==> config.mk <==
export PLATFORM = sky130hd
export DESIGN_NAME = speed_select
export DESIGN_NICKNAME = d
export VERILOG_FILES = /design/src/rtl/speed_select_pkg.sv /design/src/rtl/btn_debounce.sv /design/src/rtl/speed_select.sv
export SDC_FILE = /design/constraint.sdc
export NUM_CORES = 1
export LEC_CHECK = 0
export ABC_CLOCK_PERIOD_IN_PS = 5540
export CORE_MARGIN = 2
export CORE_UTILIZATION = 41
export CTS_BUF_LIST = sky130_fd_sc_hd__clkbuf_16
export DETAILED_ROUTE_END_ITERATION = 10
export PLACE_DENSITY = 0.65
export SYNTH_ARGS = -nofsm -noshare
export SYNTH_HDL_FRONTEND = slang
export SYNTH_SLANG_ARGS = --single-unit
==> constraint.sdc <==
create_clock -name clk -period 5.54 [get_ports clk]
set_clock_uncertainty 0.2 [all_clocks]
set_input_delay 1.662 -clock clk [delete_from_list [all_inputs] [get_ports clk]]
set_output_delay 1.662 -clock clk [all_outputs]
set_load 0.05 [all_outputs]
==> src/rtl/speed_select_pkg.sv <==
// Shared constants for the speed selector: DIV codes understood by the clock divider
// and the top of the speed index range.
package speed_select_pkg;

  localparam logic [2:0] DIV_HALF_HZ    = 3'b000;
  localparam logic [2:0] DIV_ONE_HZ     = 3'b001;
  localparam logic [2:0] DIV_ONEHALF_HZ = 3'b010;
  localparam logic [2:0] DIV_TWO_HZ     = 3'b011;
  localparam logic [2:0] DIV_DEBOUNCE   = 3'b100;

  localparam logic [1:0] SPEED_MAX = 2'd3;

  // This stage only ever selects one of the four output rates.
  function automatic logic [2:0] idx_to_div(input logic [1:0] idx);
    return {1'b0, idx};
  endfunction

endpackage

==> src/rtl/btn_debounce.sv <==
// One push-button: 2-flop synchronizer, consecutive-cycle debounce counter and a
// registered one-cycle press pulse on each debounced rising level.
module btn_debounce #(
  parameter int DEBOUNCE_CYCLES = 1000000,
  parameter int CNT_W           = 20
) (
  input  logic clk,
  input  logic rst,
  input  logic btn,
  output logic clean,
  output logic press
);

  localparam logic [CNT_W-1:0] CNT_LAST = CNT_W'(DEBOUNCE_CYCLES - 1);

  logic             sync1;
  logic             sync2;
  logic             clean_d;
  logic [CNT_W-1:0] cnt;

  always_ff @(posedge clk or posedge rst) begin
    if (rst) begin
      sync1   <= 1'b0;
      sync2   <= 1'b0;
      clean   <= 1'b0;
      clean_d <= 1'b0;
      press   <= 1'b0;
      cnt     <= '0;
    end else begin
      // NOTE: non-blocking assignments so every flop samples the pre-edge value of its source.
      sync1   <= btn;
      sync2   <= sync1;
      clean_d <= clean;
      press   <= clean & ~clean_d;
      if (sync2 != clean) begin
        if (cnt == CNT_LAST) begin
          clean <= sync2;
          cnt   <= '0;
        end else begin
          cnt <= cnt + CNT_W'(1);
        end
      end else begin
        cnt <= '0;  // any bounce back to the stable level restarts the count
      end
    end
  end

endmodule

==> src/rtl/speed_select.sv <==
// Debounced faster/slower buttons step a speed index that drives the divider's DIV select.
// Define SPEED_WRAP_EN to wrap 3->0 / 0->3 instead of saturating.
module speed_select
  import speed_select_pkg::*;
#(
  parameter int DEBOUNCE_CYCLES = 1000000,
  parameter int CNT_W           = 20,
  parameter int RESET_IDX       = 1
) (
  input  logic       clk,
  input  logic       rst,
  input  logic       btn_up,
  input  logic       btn_down,
  output logic [2:0] div,
  output logic [1:0] speed_idx,
  output logic       changed,
  output logic       up_clean,
  output logic       down_clean
);

  logic       up_press;
  logic       down_press;
  logic [1:0] idx_q;
  logic [1:0] idx_nxt;

  btn_debounce #(.DEBOUNCE_CYCLES(DEBOUNCE_CYCLES), .CNT_W(CNT_W)) u_up (
    .clk   (clk),
    .rst   (rst),
    .btn   (btn_up),
    .clean (up_clean),
    .press (up_press)
  );

  btn_debounce #(.DEBOUNCE_CYCLES(DEBOUNCE_CYCLES), .CNT_W(CNT_W)) u_down (
    .clk   (clk),
    .rst   (rst),
    .btn   (btn_down),
    .clean (down_clean),
    .press (down_press)
  );

  always_comb begin
    // NOTE: default first so every path assigns idx_nxt and no latch is inferred.
    idx_nxt = idx_q;
    if (up_press && !down_press) begin
`ifdef SPEED_WRAP_EN
      idx_nxt = idx_q + 2'd1;
`else
      if (idx_q != SPEED_MAX) idx_nxt = idx_q + 2'd1;
`endif
    end else if (down_press && !up_press) begin
`ifdef SPEED_WRAP_EN
      idx_nxt = idx_q - 2'd1;
`else
      if (idx_q != 2'd0) idx_nxt = idx_q - 2'd1;
`endif
    end
  end

  always_ff @(posedge clk or posedge rst) begin
    if (rst) begin
      idx_q   <= 2'(RESET_IDX);
      changed <= 1'b0;
    end else begin
      idx_q   <= idx_nxt;
      changed <= (idx_nxt != idx_q);  // a press at saturation is not a change
    end
  end

  assign speed_idx = idx_q;
  assign div       = idx_to_div(idx_q);

endmodule

==> results.py, run 1 <==
metrics = {
    "power": {
        "power-per-cell-area_nw_per_um2": 272.6,
        "combPwrFrac_pct": 3.2,
        "power_switching_uw": 153.2,
        "p_leak_nw": 1.107,
        "total_power_uw": 762.3,
        "p_clk_share_pct": 44.7,
        "p_int_uw": 609.1,
        "swShare_pct": 20.10,
        "peakVddDrop_mv": 0.1624,
        "seqPwrFrac_pct": 52.1,
    },
    "sta": {
        "timing.fmax_mhz": 282.1,
        "setup_violations": 0,
        "layout_setup_ws_ps": 1995,
        "tightest_slew_ps": 1075,
        "relSlewSlack_pct": 28.20,
        "finalCritPeriodShare_pct": 64.00,
        "hold_violations": 0,
        "finalCriticalPeriod_ps": 3545,
        "finalSetupTns_ps": 0,
        "rsz0062_at_grt": "no",
        "report.final.slew_viol_count": 0,
    },
    "die": {
        "io_pins": 12,
        "core_sq_um": 5886,
        "die_h_um": 81.62,
        "rows": 28,
        "initial_core_util_pct": 41.96,
        "fp.dieW_um": 81.62,
        "die_area_sq_um": 6661,
    },
    "job": {
        "maxCapViolCount": 0,
    },
    "clock_network": {
        "clkTransAtPathRegs_ps": 70,
        "numClockSinks": 53,
        "cts_buffers": 5,
        "htreeDepth": 2,
        "cts_tree": "done",
        "insertion_delay_ps": 290,
        "root_buffer": "clkbuf_16",
        "cts_resized": 0,
        "holdBufCountCts": 0,
        "postCtsSetupBuffers": 0,
        "clk_path_buf_depth": 2,
    },
    "synth": {
        "synth.largest_area_cell": "dfrtp_1",
        "synth-edff-count": 0,
        "netlist_instances": 249,
        "syn-mean-instance-area_sq_um": 9.919,
        "yosys_warnings": 0,
        "ys_types": 34,
        "synth_common_cells": "dfrtp_1 (52), nor2_1 (28), nand3_1 (18), a21oi_1 (17), xnor2_1 (15)",
        "synthesis.area_sq_um": 2470,
        "synth_top_area_share_pct": 52.68,
        "synth_seq_cells": 53,
        "synthFlopType": "dfrtp_1",
        "synth_seq_area_share_pct": 53.75,
        "synth_fp_nets": 255,
        "ys_top_cells_by_area": "dfrtp_1 (53%), xnor2_1 (5.3%), nor2_1 (4.3%), nand3_1 (3.6%), xor2_1 (3.5%)",
        "synth.most_common_cell": "dfrtp_1",
        "synth_async_sr_flop_share_pct": 100.0,
    },
    "worst_setup_path": {
        "cpLargestDelayFamily": "buffers and inverters",
        "crit_buf_inv": 1,
        "endpoint_kind": "output port",
        "slowest_delay_ps": 810,
        "cp-start-kind": "flip-flop",
        "cp_max_fo": 7,
        "path_class": "flip-flop to output port",
        "cp.arrival_ps": 1680,
        "cp_cell_sequence": "clkdlybuf4s50_1",
        "cp_data_required_time_ps": 3680,
        "crit_slowest_cell": "clkdlybuf4s50_1",
    },
    "route": {
        "drt_wl_total_mm": 4.236,
        "drcViolationCount": 0,
        "wl_per_cell_um": 12.72,
        "vias": 1755,
        "first_iter_violations": 80,
        "viasPerCell": 5.270,
        "ant_nets": 0,
        "drt-pass1-iter-count": 4,
    },
    "placed_design": {
        "io_buffers": 10,
        "pre_cts_ws_ps": 2294,
        "placed_cell_area_sq_um": 2634,
        "routabilityCongestion": 0.7811,
        "dp.final_hpwl_mm": 2.897,
    },
    "grt": {
        "grt_pass1_vias": 1593,
        "grt_pass1_wl_mm": 7.403,
        "grt_usage_pct": 14.37,
        "antenna_found_initial": 0,
        "grt_remaining_overflow": 0,
        "grt_start_max_net_pins": 54,
    },
    "cells_and_area": {
        "final_layout_size_suffix_gt1_share_pct": 6.589,
        "final_nets": 263,
        "n_antenna_cell": 0,
        "area_growth_pct": 13.22,
        "fin_area_sq_um": 2796,
    },
    "hold_path": {
        "min-delay-path-class": "flip-flop to flip-flop",
    },
    "run_status": {
        "outcome": "completed",
    },
}
cell type report:
type,count,area [sq um]
Sequential cell,53,1328
Timing Repair Buffer,12,115.1
Tap cell,75,93.84
Clock buffer,5,125.1
Fill cell,540,3089
Multi-Input combinational cell,175,1060
Inverter,10,37.54
Clock inverter,3,37.54
power groups by stage:
stage / combinational, mW / clock [mW] / sequential [mW]
finish: 0.0242 / 0.341 / 0.397
global route: 0.0282 / 0.364 / 0.398
CTS: 0.0253 / 0.349 / 0.397
detailed placement: 0.0252 / 0 / 0.405
global placement: 0.0252 / 0 / 0.404
floorplan: 0.0182 / 0 / 0.403
cell usage in the layout, fill, tap and decap left out, drive strengths merged, types with 2 or more instances in the layout:
cell	count
nor2b	3
a21oi	17
nor3	8
or4	4
dfrtp	52
xor2	10
mux2	2
nand2b	3
inv	11
ha	2
nor4b	2
clkdlybuf4s50	10
nand3	19
nand4	7
nor2	28
nand2	13
buf	2
and3	4
o21ai	10
xnor2	15
or3	10
o31ai	5
nor4	6
clkbuf	5
path summary, 6_finish.rpt:
check	cells past startpoint	endpoint	from	slack [ps]
min in group asynchronous	2	changed	rst	1770
setup / recovery	1	div[0]	speed_idx[0]	1990
hold / removal	0	u_up.sync2	u_up.sync1	170
max in group asynchronous	2	u_up.cnt[16]	rst	2710
hold reg to reg	0	u_up.sync2	u_up.sync1	170
setup reg to reg	5	u_down.cnt[18]	u_down.cnt[0]	3160
kinds of logic (layout without fill, tap and decap cells):
group	after synthesis	after routing	synth area share, %
buffers and inverters	21	30	3.749
AOI/OAI and AO/OA	34	34	7.650
muxes	2	2	0.9118
and+or+nand+nor	111	111	23.91
adders and majority gates	2	2	1.013
DFF	53	53	53.75
xor gates and xnor gates	25	25	8.865
other	1	1	0.1518
metrics by stage:
stage | hold WS [ps] | std cells | utilization [%]
after CTS | 185.8 | 333 | 47.51
after global routing | 186.3 | 333 | 47.51
after global placement | 175.1 | 325 | 44.75
after floorplan | 131.2 | 249 | -
final | 173.8 | 333 | 47.51
after detailed placement | 170.0 | 325 | 44.75
metal layers:
layer / vias to the layer above / global-route usage (%) / share of wire [%]
li1: 883 / - / -
met1: 841 / 20.38 / 51
met2: 27 / 21.97 / 45
met3: 4 / 2.637 / 2.9
met4: 0 / 5.500 / 1.4
met5: - / 0 / 0
Power figures use the tool's default switching activity.
==> inputs of run 2 (changes only) <==
- ABC_CLOCK_PERIOD_IN_PS: 5540 -> 2900
- PLACE_DENSITY: 0.65 -> 0.67
- clock period: 5.54 -> 2.9 ns (I/O delays scaled with it)
==> results.py, run 2 (synthesis results as in run 1) <==
metrics = {
    "worst_setup_path": {
        "endpoint_kind": "output port",
        "crit_buf_inv": 1,
        "cp_max_fo": 7,
        "slowest_delay_ps": 810,
        "cp.arrival_ps": 1670,
        "crit_slowest_cell": "clkdlybuf4s50_1",
        "cp_data_required_time_ps": 1830,
        "cp_cell_sequence": "clkdlybuf4s50_1",
        "cpLargestDelayFamily": "buffers and inverters",
        "cp-start-kind": "flip-flop",
        "path_class": "flip-flop to output port",
    },
    "clock_network": {
        "clk_path_buf_depth": 2,
        "postCtsSetupBuffers": 0,
        "cts_tree": "done",
        "insertion_delay_ps": 280,
        "numClockSinks": 53,
        "cts_buffers": 5,
        "holdBufCountCts": 0,
        "cts_resized": 0,
        "htreeDepth": 2,
        "clkTransAtPathRegs_ps": 60,
        "root_buffer": "clkbuf_16",
    },
    "route": {
        "drt-pass1-iter-count": 4,
        "wl_per_cell_um": 12.78,
        "viasPerCell": 5.341,
        "drt_wl_total_mm": 4.267,
        "vias": 1784,
        "drcViolationCount": 0,
        "ant_nets": 0,
        "first_iter_violations": 113,
    },
    "sta": {
        "hold_violations": 0,
        "finalSetupTns_ps": 0,
        "tightest_slew_ps": 660.3,
        "report.final.slew_viol_count": 0,
        "layout_setup_ws_ps": 160.5,
        "rsz0062_at_grt": "no",
        "finalCriticalPeriod_ps": 2739,
        "timing.fmax_mhz": 365.0,
        "relSlewSlack_pct": 55.57,
        "setup_violations": 0,
        "finalCritPeriodShare_pct": 94.47,
    },
    "die": {
        "initial_core_util_pct": 41.96,
        "fp.dieW_um": 81.62,
        "io_pins": 12,
        "core_sq_um": 5886,
        "rows": 28,
        "die_area_sq_um": 6661,
        "die_h_um": 81.62,
    },
    "cells_and_area": {
        "seq_area_sq_um": 1328,
        "fillCellCount": 561,
        "n_antenna_cell": 0,
        "multi_input_area_sq_um": 1060,
        "fin_area_sq_um": 2794,
        "layout_commonest_cell": "dfrtp_1",
        "final_nets": 265,
        "fin_cells": 334,
        "final_layout_size_suffix_gt1_share_pct": 6.950,
        "area_growth_pct": 13.12,
        "mostFrequentLayoutCells": "dfrtp_1 (52), nor2_1 (28), nand3_1 (18)",
    },
    "power": {
        "p_leak_nw": 1.107,
        "power-per-cell-area_nw_per_um2": 485.9,
        "total_power_mw": 1.358,
        "peakVddDrop_mv": 0.2972,
    },
    "grt": {
        "antenna_found_initial": 0,
        "grt_pass1_vias": 1595,
        "grt_usage_pct": 14.21,
        "grt_remaining_overflow": 0,
        "grt_start_max_net_pins": 34,
        "grt_pass1_wl_mm": 7.300,
    },
    "run_status": {
        "outcome": "completed",
    },
    "placed_design": {
        "pre_cts_ws_ps": 462.3,
        "placed_cell_area_sq_um": 2661,
        "io_buffers": 10,
        "dp.final_hpwl_mm": 2.954,
        "dp.cells": 327,
        "routabilityCongestion": 0.7960,
    },
    "job": {
        "maxCapViolCount": 0,
    },
    "hold_path": {
        "min-delay-path-class": "flip-flop to flip-flop",
    },
}
## run 2: cell count changes in the layout (fill, tap and decap cells not counted)
cell	change
buf_4	+1
buf_12	+1
bufinv_16	-1
## run 2: metal layers
layer  track usage (%)  wire length [um]
met2             21.31              1955
met5                 0                 0
met4             5.333                55
met1             19.80              2100
met3             3.736               154
## run 2: area by class of cell
cell class / count / share of cell area (%)
inverters: 10 / 1.343
repair buffers: 14 / 5.105
multi-input cells: 175 / 37.93
flip-flops and latches: 53 / 47.51
well taps: 75 / 3.359
clock inverters: 2 / 0.2687
clock buffers: 5 / 4.478
## run 2: through the flow
stage               util (%)  hold WS, ps
CTS                    47.47        169.5
finish                 47.47        169.2
floorplan                  -        131.2
global placement       45.22        136.5
global route           47.47        170.7
detailed placement     45.22        154.4
## run 2: path summary, 6_finish.rpt
path | startpoint | to | slack, ps | cells past startpoint
worst max register to register | u_down.cnt[0] | u_down.cnt[18] | 560 | 5
worst min register to register | u_up.sync1 | u_up.sync2 | 170 | 0
min in group asynchronous | rst | u_down.press | 710 | 2
worst max-delay path | speed_idx[0] | div[0] | 160 | 1
worst min-delay path | u_up.sync1 | u_up.sync2 | 170 | 0
max in group asynchronous | rst | u_down.cnt[16] | 1270 | 3
## run 2: where the power goes
| group | total [mW] | internal, mW | leakage [nW] | switching (mW) |
|---|---|---|---|---|
| clock network | 0.548 | 0.309 | 0.0685 | 0.239 |
| logic | 0.0509 | 0.0172 | 0.315 | 0.0337 |
| registers | 0.759 | 0.749 | 0.723 | 0.00969 |
==> inputs of run 3 (changes only) <==
- CORE_ASPECT_RATIO: default -> 1.2
==> results.py, run 3 (synthesis results as in run 1) <==
metrics = {
    "hold_path": {
        "min-delay-path-class": "flip-flop to flip-flop",
    },
    "cells_and_area": {
        "final_nets": 264,
        "final_layout_size_suffix_gt1_share_pct": 6.589,
        "layout_commonest_cell": "dfrtp_1",
        "mostFrequentLayoutCells": "dfrtp_1 (52), nor2_1 (28), nand3_1 (18)",
        "utilization_pct": 48.63,
        "n_antenna_cell": 0,
        "area_growth_pct": 13.07,
    },
    "worst_setup_path": {
        "crit_slowest_cell": "clkdlybuf4s50_1",
        "cp.arrival_ps": 1670,
        "path_class": "flip-flop to output port",
        "endpoint_kind": "output port",
        "cp_max_fo": 7,
        "cp-start-kind": "flip-flop",
        "crit_buf_inv": 1,
        "cpLargestDelayFamily": "buffers and inverters",
        "slowest_delay_ps": 810,
        "cp_data_required_time_ps": 1830,
        "cp_cell_sequence": "clkdlybuf4s50_1",
    },
    "sta": {
        "tightest_slew_ps": 644.3,
        "report.final.slew_viol_count": 0,
        "finalSetupTns_ps": 0,
        "finalCriticalPeriod_ps": 2740,
        "hold_violations": 0,
        "fin_worst_hold_slack_ps": 148.9,
        "setup_violations": 0,
        "timing.fmax_mhz": 365.0,
        "relSlewSlack_pct": 56.65,
        "finalCritPeriodShare_pct": 94.49,
        "rsz0062_at_grt": "no",
    },
    "clock_network": {
        "cts_tree": "done",
        "numClockSinks": 53,
        "cts_resized": 0,
        "insertion_delay_ps": 290,
        "cts_buffers": 5,
        "holdBufCountCts": 0,
        "postCtsSetupBuffers": 0,
        "root_buffer": "clkbuf_16",
        "htreeDepth": 2,
        "clkTransAtPathRegs_ps": 70,
        "clk_path_buf_depth": 2,
    },
    "route": {
        "drt-pass1-iter-count": 4,
        "wl_per_cell_um": 12.21,
        "first_iter_violations": 145,
        "ant_nets": 0,
        "vias": 1779,
        "drt_wl_total_mm": 4.126,
        "viasPerCell": 5.263,
        "drcViolationCount": 0,
    },
    "die": {
        "fp.dieW_um": 74.85,
        "core_sq_um": 5743,
        "io_pins": 12,
        "die_h_um": 89.02,
        "rows": 30,
        "initial_core_util_pct": 43.01,
        "die_area_sq_um": 6663,
    },
    "placed_design": {
        "io_buffers": 10,
        "dp.final_hpwl_mm": 2.817,
        "routabilityCongestion": 0.7741,
    },
    "grt": {
        "grt_usage_pct": 14.61,
        "grt_pass1_wl_mm": 7.527,
        "antenna_found_initial": 0,
        "grt_remaining_overflow": 0,
        "grt_start_max_net_pins": 54,
        "grt_pass1_vias": 1694,
    },
    "power": {
        "power-per-cell-area_nw_per_um2": 486.0,
        "p_leak_nw": 1.102,
        "peakVddDrop_mv": 0.2372,
    },
    "run_status": {
        "outcome": "completed",
    },
    "job": {
        "maxCapViolCount": 0,
    },
}
[run 3: path summary, 6_finish.rpt]
path                               start             end  slack [ps]  cells past startpoint
min in group asynchronous            rst    u_up.cnt[13]         740                      3
min reg2reg                 u_down.sync1    u_down.sync2         150                      0
max in group asynchronous            rst    speed_idx[0]        1480                      3
max                         speed_idx[0]          div[0]         160                      1
min                         u_down.sync1    u_down.sync2         150                      0
max reg2reg                u_down.cnt[0]  u_down.cnt[18]         540                      5
[run 3: layout make-up]
type,count,area [sq um]
fillers,556,2950
flip-flops and latches,53,1328
multi-input cells,175,1060
repair buffers,13,135.1
clock buffers,5,125.1
well taps,80,100.1
inverters,10,37.54
clock inverters,2,7.507
[run 3: where the power goes]
part	internal, mW	switching, mW	total, mW
Sequential	0.749	0.00918	0.758
Clock	0.309	0.240	0.549
Combinational	0.0164	0.0334	0.0499
Total	1.07	0.283	1.36
[run 3: per-layer routing]
| metal | wire [um] | part of all wire [%] | vias to the layer above | GRT usage, % |
|---|---|---|---|---|
| met5 | 0 | 0 | - | 0 |
| met4 | 95 | 2.3 | 0 | 7.955 |
| met3 | 91 | 2.2 | 7 | 2.255 |
| met2 | 1944 | 47 | 17 | 23.05 |
| met1 | 1995 | 48 | 872 | 19.23 |
| li1 | - | - | 883 | - |
[run 3: stage by stage]
stage / instance area (sq um) / setup slack (ps) / cells / power [mW]
floorplan: 2470 / 545.4 / 249 / 0.8048
global placement: 2660 / 470.4 / 331 / 0.8228
detailed placement: 2660 / 459.5 / 331 / 0.8238
CTS: 2793 / 150.1 / 338 / 1.375
global route: 2793 / 116.8 / 338 / 1.406
finish: 2793 / 159.9 / 338 / 1.357
